## src/rtl/mul_acc_ctrl_pkg.sv

```systemverilog
// Shared types and constants for the multiply-class EX controller.
// Op encoding, FSM state type and the per-op class helpers live here.
package mul_acc_ctrl_pkg;

    typedef enum logic [2:0] {
        OP_MULT  = 3'd0,
        OP_MULTU = 3'd1,
        OP_MUL   = 3'd2,
        OP_MADD  = 3'd3,
        OP_MADDU = 3'd4,
        OP_MSUB  = 3'd5,
        OP_MSUBU = 3'd6,
        OP_RSVD  = 3'd7
    } mul_op_e;

    typedef enum logic [1:0] {
        ST_IDLE = 2'd0,
        ST_WAIT = 2'd1,
        ST_ACC  = 2'd2,
        ST_DONE = 2'd3
    } mac_state_e;

    localparam mul_op_e     MAC_OP_RESERVED = OP_RSVD;
    localparam logic [63:0] HILO_RST_VAL    = 64'h0;

    function automatic logic is_signed_op(input mul_op_e op);
        return (op == OP_MULT) || (op == OP_MUL) || (op == OP_MADD) || (op == OP_MSUB);
    endfunction

    function automatic logic is_acc_op(input mul_op_e op);
        return (op == OP_MADD) || (op == OP_MADDU) || (op == OP_MSUB) || (op == OP_MSUBU);
    endfunction

    function automatic logic is_sub_op(input mul_op_e op);
        return (op == OP_MSUB) || (op == OP_MSUBU);
    endfunction

endpackage

```

## src/rtl/mul_acc_ctrl_if.sv

```systemverilog
// Handshake and data bundle between the EX controller and the mul unit.
interface mul_acc_ctrl_if;
    logic        MUL_SIGNED;
    logic [31:0] MUL_A;
    logic [31:0] MUL_B;
    logic        MUL_START;
    logic        MUL_CANCEL;
    logic [63:0] MUL_RESULT;
    logic        MUL_READY;

    modport master (
        output MUL_SIGNED, MUL_A, MUL_B, MUL_START, MUL_CANCEL,
        input  MUL_RESULT, MUL_READY
    );

    modport slave (
        input  MUL_SIGNED, MUL_A, MUL_B, MUL_START, MUL_CANCEL,
        output MUL_RESULT, MUL_READY
    );
endinterface

```

## src/rtl/mul_acc_ctrl_fa64.sv

```systemverilog
// 64-bit add/subtract; subtract is A + ~B + CARRY_I, so CARRY_I=1 gives A-B.
module fa64 (
    input  logic [63:0] A,
    input  logic [63:0] B,
    input  logic        IS_SUB,
    input  logic        CARRY_I,
    output logic [63:0] SUM,
    output logic        CARRY_O
);
    logic [63:0] b_eff;

    assign b_eff          = B ^ {64{IS_SUB}};
    assign {CARRY_O, SUM} = {1'b0, A} + {1'b0, b_eff} + {64'h0, CARRY_I};
endmodule

```

## src/rtl/mul_acc_ctrl.sv

```systemverilog
// EX-stage multiply-class controller: issues to mul, stalls until READY,
// owns HI/LO and runs the extra accumulate cycle for MADD/MSUB variants.
//
//   state   | meaning
//   IDLE    | no op in flight; issues START when a valid op arrives
//   WAIT    | operands sampled by mul, waiting for READY
//   ACC     | HI/LO += / -= captured product (MADD-class only)
//   DONE    | op retired, EX held by PIPE_HOLD; nothing re-issued
module mul_acc_ctrl
    import mul_acc_ctrl_pkg::*;
(
    input  logic           CLK,
    input  logic           RST,
    input  logic           OP_VALID,
    input  logic [2:0]     OP,
    input  logic [31:0]    SRC_A,
    input  logic [31:0]    SRC_B,
    input  logic           PIPE_HOLD,
    input  logic           FLUSH,
    mul_acc_ctrl_if.master mul_bus,
    output logic           STALL_REQ,
    output logic [31:0]    GPR_RESULT,
    output logic           GPR_VALID,
    output logic [31:0]    HI,
    output logic [31:0]    LO
);

    mac_state_e  state_q;
    mul_op_e     op_q;
    mul_op_e     op_in;
    logic [63:0] hilo_q;
    logic [63:0] prod_q;
    logic [31:0] gpr_q;
    logic [63:0] acc_sum;
    logic        acc_sub;
    logic        carry_unused;
    logic        issue;

    assign op_in   = mul_op_e'(OP);
    assign issue   = (state_q == ST_IDLE) && OP_VALID && (op_in != MAC_OP_RESERVED) && !FLUSH;
    assign acc_sub = is_sub_op(op_q);

    fa64 u_fa64 (
        .A       (hilo_q),
        .B       (prod_q),
        .IS_SUB  (acc_sub),
        .CARRY_I (acc_sub),
        .SUM     (acc_sum),
        .CARRY_O (carry_unused)
    );

    always_ff @(posedge CLK) begin
        if (RST) begin
            state_q <= ST_IDLE;
            op_q    <= OP_MULT;
            hilo_q  <= HILO_RST_VAL;
            prod_q  <= 64'h0;
            gpr_q   <= 32'h0;
        end else if (FLUSH) begin
            state_q <= ST_IDLE;
        end else begin
            case (state_q)
                ST_IDLE: begin
                    if (issue) begin
                        op_q    <= op_in;
                        state_q <= ST_WAIT;
                    end
                end
                ST_WAIT: begin
                    if (mul_bus.MUL_READY) begin
                        if (is_acc_op(op_q)) begin
                            prod_q  <= mul_bus.MUL_RESULT;
                            state_q <= ST_ACC;
                        end else begin
                            if (op_q == OP_MUL) gpr_q  <= mul_bus.MUL_RESULT[31:0];
                            else                hilo_q <= mul_bus.MUL_RESULT;
                            state_q <= PIPE_HOLD ? ST_DONE : ST_IDLE;
                        end
                    end
                end
                ST_ACC: begin
                    hilo_q  <= acc_sum;
                    state_q <= PIPE_HOLD ? ST_DONE : ST_IDLE;
                end
                ST_DONE: begin
                    if (!PIPE_HOLD) state_q <= ST_IDLE;
                end
                default: state_q <= ST_IDLE;
            endcase
        end
    end

    // GPR result is live from mul in WAIT, then replayed from gpr_q while DONE holds EX.
    always_comb begin
        GPR_VALID  = 1'b0;
        GPR_RESULT = 32'h0;
        if (!FLUSH && (op_q == OP_MUL)) begin
            if ((state_q == ST_WAIT) && mul_bus.MUL_READY) begin
                GPR_VALID  = 1'b1;
                GPR_RESULT = mul_bus.MUL_RESULT[31:0];
            end else if (state_q == ST_DONE) begin
                GPR_VALID  = 1'b1;
                GPR_RESULT = gpr_q;
            end
        end
    end

    assign STALL_REQ = issue ||
                       (!FLUSH && (state_q == ST_WAIT) &&
                        (!mul_bus.MUL_READY || is_acc_op(op_q)));

    assign mul_bus.MUL_START  = issue;
    assign mul_bus.MUL_CANCEL = FLUSH;
    assign mul_bus.MUL_SIGNED = is_signed_op(op_in);
    assign mul_bus.MUL_A      = SRC_A;
    assign mul_bus.MUL_B      = SRC_B;

    assign HI = hilo_q[63:32];
    assign LO = hilo_q[31:0];

endmodule

```

## src/flat_wrapper.sv

```systemverilog
// flat-port wrapper written by rule: the top's interface ports become plain ports
module mul_acc_ctrl_flat import mul_acc_ctrl_pkg::*;
  (CLK, RST, OP_VALID, OP, SRC_A, SRC_B, PIPE_HOLD, FLUSH, STALL_REQ, GPR_RESULT, GPR_VALID, HI, LO, mul_bus_MUL_SIGNED, mul_bus_MUL_A, mul_bus_MUL_B, mul_bus_MUL_START, mul_bus_MUL_CANCEL, mul_bus_MUL_RESULT, mul_bus_MUL_READY);
  mul_acc_ctrl_if mul_bus_i ();
  input  logic CLK;
  input  logic RST;
  input  logic OP_VALID;
  input  logic [2:0] OP;
  input  logic [31:0] SRC_A;
  input  logic [31:0] SRC_B;
  input  logic PIPE_HOLD;
  input  logic FLUSH;
  output logic STALL_REQ;
  output logic [31:0] GPR_RESULT;
  output logic GPR_VALID;
  output logic [31:0] HI;
  output logic [31:0] LO;
  output wire logic [$bits(mul_bus_i.MUL_SIGNED)-1:0] mul_bus_MUL_SIGNED;
  output wire logic [$bits(mul_bus_i.MUL_A)-1:0] mul_bus_MUL_A;
  output wire logic [$bits(mul_bus_i.MUL_B)-1:0] mul_bus_MUL_B;
  output wire logic [$bits(mul_bus_i.MUL_START)-1:0] mul_bus_MUL_START;
  output wire logic [$bits(mul_bus_i.MUL_CANCEL)-1:0] mul_bus_MUL_CANCEL;
  input wire logic [$bits(mul_bus_i.MUL_RESULT)-1:0] mul_bus_MUL_RESULT;
  input wire logic [$bits(mul_bus_i.MUL_READY)-1:0] mul_bus_MUL_READY;
  assign mul_bus_MUL_SIGNED = mul_bus_i.MUL_SIGNED;
  assign mul_bus_MUL_A = mul_bus_i.MUL_A;
  assign mul_bus_MUL_B = mul_bus_i.MUL_B;
  assign mul_bus_MUL_START = mul_bus_i.MUL_START;
  assign mul_bus_MUL_CANCEL = mul_bus_i.MUL_CANCEL;
  assign mul_bus_i.MUL_RESULT = mul_bus_MUL_RESULT;
  assign mul_bus_i.MUL_READY = mul_bus_MUL_READY;
  mul_acc_ctrl u_core (.CLK(CLK), .RST(RST), .OP_VALID(OP_VALID), .OP(OP), .SRC_A(SRC_A), .SRC_B(SRC_B), .PIPE_HOLD(PIPE_HOLD), .FLUSH(FLUSH), .mul_bus(mul_bus_i), .STALL_REQ(STALL_REQ), .GPR_RESULT(GPR_RESULT), .GPR_VALID(GPR_VALID), .HI(HI), .LO(LO));
endmodule
```

## config.mk

```make
export PLATFORM = sky130hd
export DESIGN_NAME = mul_acc_ctrl_flat
export DESIGN_NICKNAME = d
export VERILOG_FILES = /design/src/rtl/mul_acc_ctrl_pkg.sv /design/src/rtl/mul_acc_ctrl_if.sv /design/src/rtl/mul_acc_ctrl_fa64.sv /design/src/rtl/mul_acc_ctrl.sv /design/src/flat_wrapper.sv
export SDC_FILE = /design/constraint.sdc
export NUM_CORES = 1
export LEC_CHECK = 0
export CORE_MARGIN = 3
export CORE_UTILIZATION = 50
export DETAILED_ROUTE_END_ITERATION = 10
export PLACE_DENSITY = 0.89
export SLEW_MARGIN = 5
export SYNTH_ARGS = -nofsm -noshare
export SYNTH_HDL_FRONTEND = slang
export SYNTH_SLANG_ARGS = --single-unit
```

## constraint.sdc

```tcl
create_clock -name CLK -period 4.8 [get_ports CLK]
set_input_delay 0.48 -clock CLK [delete_from_list [all_inputs] [get_ports CLK]]
set_output_delay 0.48 -clock CLK [all_outputs]
set_load 0.02 [all_outputs]
```

==> impl_metrics.ini <==
[run_status]
status = finished, final reports clean

[power_and_ir_drop]
p_leak_nw = 5.16
worst_ir_drop_vdd_uv = 187
p_per_area_nw_per_um2 = 240

[final_layout]
finalNonFillerCells = 1872
fin_util_pct = 60.4
drive_gt1_share_pct = 4.65
final_common_cell = nand2_1
design_area_um2 = 13300
fin_nets = 1784
final_cell_mix = nand2_1, a21oi_1, clkdlybuf4s50_1, dfxtp_1, xnor2_1
area_delta_synth_final_pct = 17.7

[sta]
setup_viol = 0
grt_setup_unrepaired = false
final.min_clock_period_ps = 4480
max_clock_freq_mhz = 223
tightest_slew_ps = 1150
period_share_pct = 93.2
finalHoldViolCount = 0
tns_ps = 0
fin_skew_ps = 14.4
slew_headroom_pct = 23.6
holdWs_ps = 458
slew_viol_final = 0

[clocking]
insertion_delay_ps = 450
cts-hold-fix-buffers = 0
cts_resized = 0
cts_tree = yes
cts_buffer_depth = 2
cts_buffers = 17
cts_setup_buffers = 0
cts.clk_slew.worst_paths_ps = 70
cts-root-buf = clkbuf_16
htreeDepth = 4
cts_sinks = 165

[place]
placed_area_um2 = 12600
hpwl_um = 22700
io_buffers = 173
gp_congestion = 0.915
placed_cells = 1839

[floorplan]
core_area_um2 = 22000
start_util_pct = 51.3
top_level_ports = 302
fp.dieW_um = 156
die-area_um2 = 24400
die_height_um = 156
fp-row-count = 54

[setup_path]
end_kind = flip-flop
critPathMaxFanout = 34
ff2ff_path_depth = 14
critPathArrivalTime_ps = 4790
required_ps = 5120
start_kind = flip-flop
criticalPathCategory = reg2reg

[logic_synthesis]
synth_edf_count = 0
synth_area_um2 = 11300
syn_nets = 1740
synth-seq-cells = 165
synth_area_leaders = dfxtp_1, nand2_1, a21oi_1
async_flop_share_pct = 0
synth_top_area_share_pct = 29.3
syn_inst = 1534
yosysSeqAreaShare_pct = 29.3
syn_avg_cell_area_um2 = 7.34
yosys_warnings = 0
ys_types = 66
yosys.area.top_type = dfxtp_1
synthFlopType = dfxtp_1

[grt]
overflow = 0
grt_pass1_vias = 11100
grt_antenna_before_repair = 2
grt_pass1_wl_um = 53400
gr-usage-all-layers_pct = 26.3
grt_max_degree = 103

[drt]
vias = 11200
antenna_left = 0
drc = 0
drtIter0Drc = 879
wl_um = 32800
wire_per_inst_um = 17.5
vias_per_cell = 6.01
drt_pre_antenna_iters = 6

[job]
cap_violations = 0

[worst_hold_path]
worstHoldPathType = reg2reg
min_path_cells = 2
[synthesized netlist by cell type (13+ instances only)]
cell,instances
a211oi_1,15
a21o_1,41
a21oi_1,194
a311oi_1,24
buf_4,65
clkbuf_1,95
dfxtp_1,165
ha_1,68
inv_1,16
nand2_1,365
nand4_1,25
nor2_1,94
nor2b_1,13
nor3_1,22
o21ai_0,57
o21bai_1,15
xnor2_1,102
xor2_1,20
[per-layer routing]
metal  wire, um  GRT usage [%]  share of wire, %
met2      15900           45.6                48
met3       2540           5.74               7.7
met5         20              0             0.061
met1      13400           31.5                41
met4        975           10.9               3.0
[registers in the layout, indices dropped and copies added, names as in the netlist]
register,cells
u_core.gpr_q,32
u_core.hilo_q,64
u_core.op_q,3
u_core.prod_q,64
u_core.state_q,2
[power by group]
part / switching (mW) / total, mW / leakage [nW] / internal, mW
registers: 0.0134 / 1.39 / 1.33 / 1.38
clock network: 0.642 / 1.47 / 0.307 / 0.829
logic: 0.177 / 0.318 / 3.53 / 0.141
total: 0.833 / 3.18 / 5.16 / 2.35
[critical path, stage by stage (launching register included)]
cell       delay (ps)
dfxtp_1           380
xor2_1            310
nand2_4           390
xnor2_1           350
ha_1              300
a311o_1           350
a31o_1            220
o2111ai_1         170
a2111oi_2         150
o21ai_1           320
nand4_1           220
a21oi_1           450
o21bai_1          220
xnor2_1           170
a221oi_1          350
[area by class of cell]
type / count / area [um^2]
Fill cell: 1893 / 8700
Multi-Input combinational cell: 1189 / 7070
Sequential cell: 165 / 3300
Timing Repair Buffer: 189 / 1850
Clock buffer: 20 / 467
Tap cell: 280 / 350
Clock inverter: 12 / 153
Inverter: 16 / 60.1
Antenna cell: 1 / 2.50
[stage by stage]
| stage | total power [mW] | setup WS, ps |
|---|---|---|
| global placement | 1.73 | 628 |
| CTS | 3.19 | 379 |
| floorplan | 1.67 | 1020 |
| global route | 3.27 | 48.5 |
| finish | 3.18 | 324 |
| detailed placement | 1.74 | 495 |
[worst paths after layout]
| path | slack (ps) | end | startpoint |
|---|---|---|---|
| setup / recovery | 320 | u_core.hilo_q[49] | u_core.op_q[0] |
| hold / removal | 460 | u_core.gpr_q[4] | u_core.gpr_q[4] |
| setup reg to reg | 320 | u_core.hilo_q[49] | u_core.op_q[0] |
| hold reg to reg | 460 | u_core.gpr_q[4] | u_core.gpr_q[4] |
[kinds of logic after synthesis]
kind of cell,after synthesis,synth area share (%)
and+or+nand+nor,576,21.6
AOI/OAI and AO/OA,417,23.1
buffers and inverters,180,8.20
DFF,165,29.3
xor gates and xnor gates,122,9.49
adders and majority gates,69,7.74
muxes,5,0.467
(Power assumes the default switching activity.)
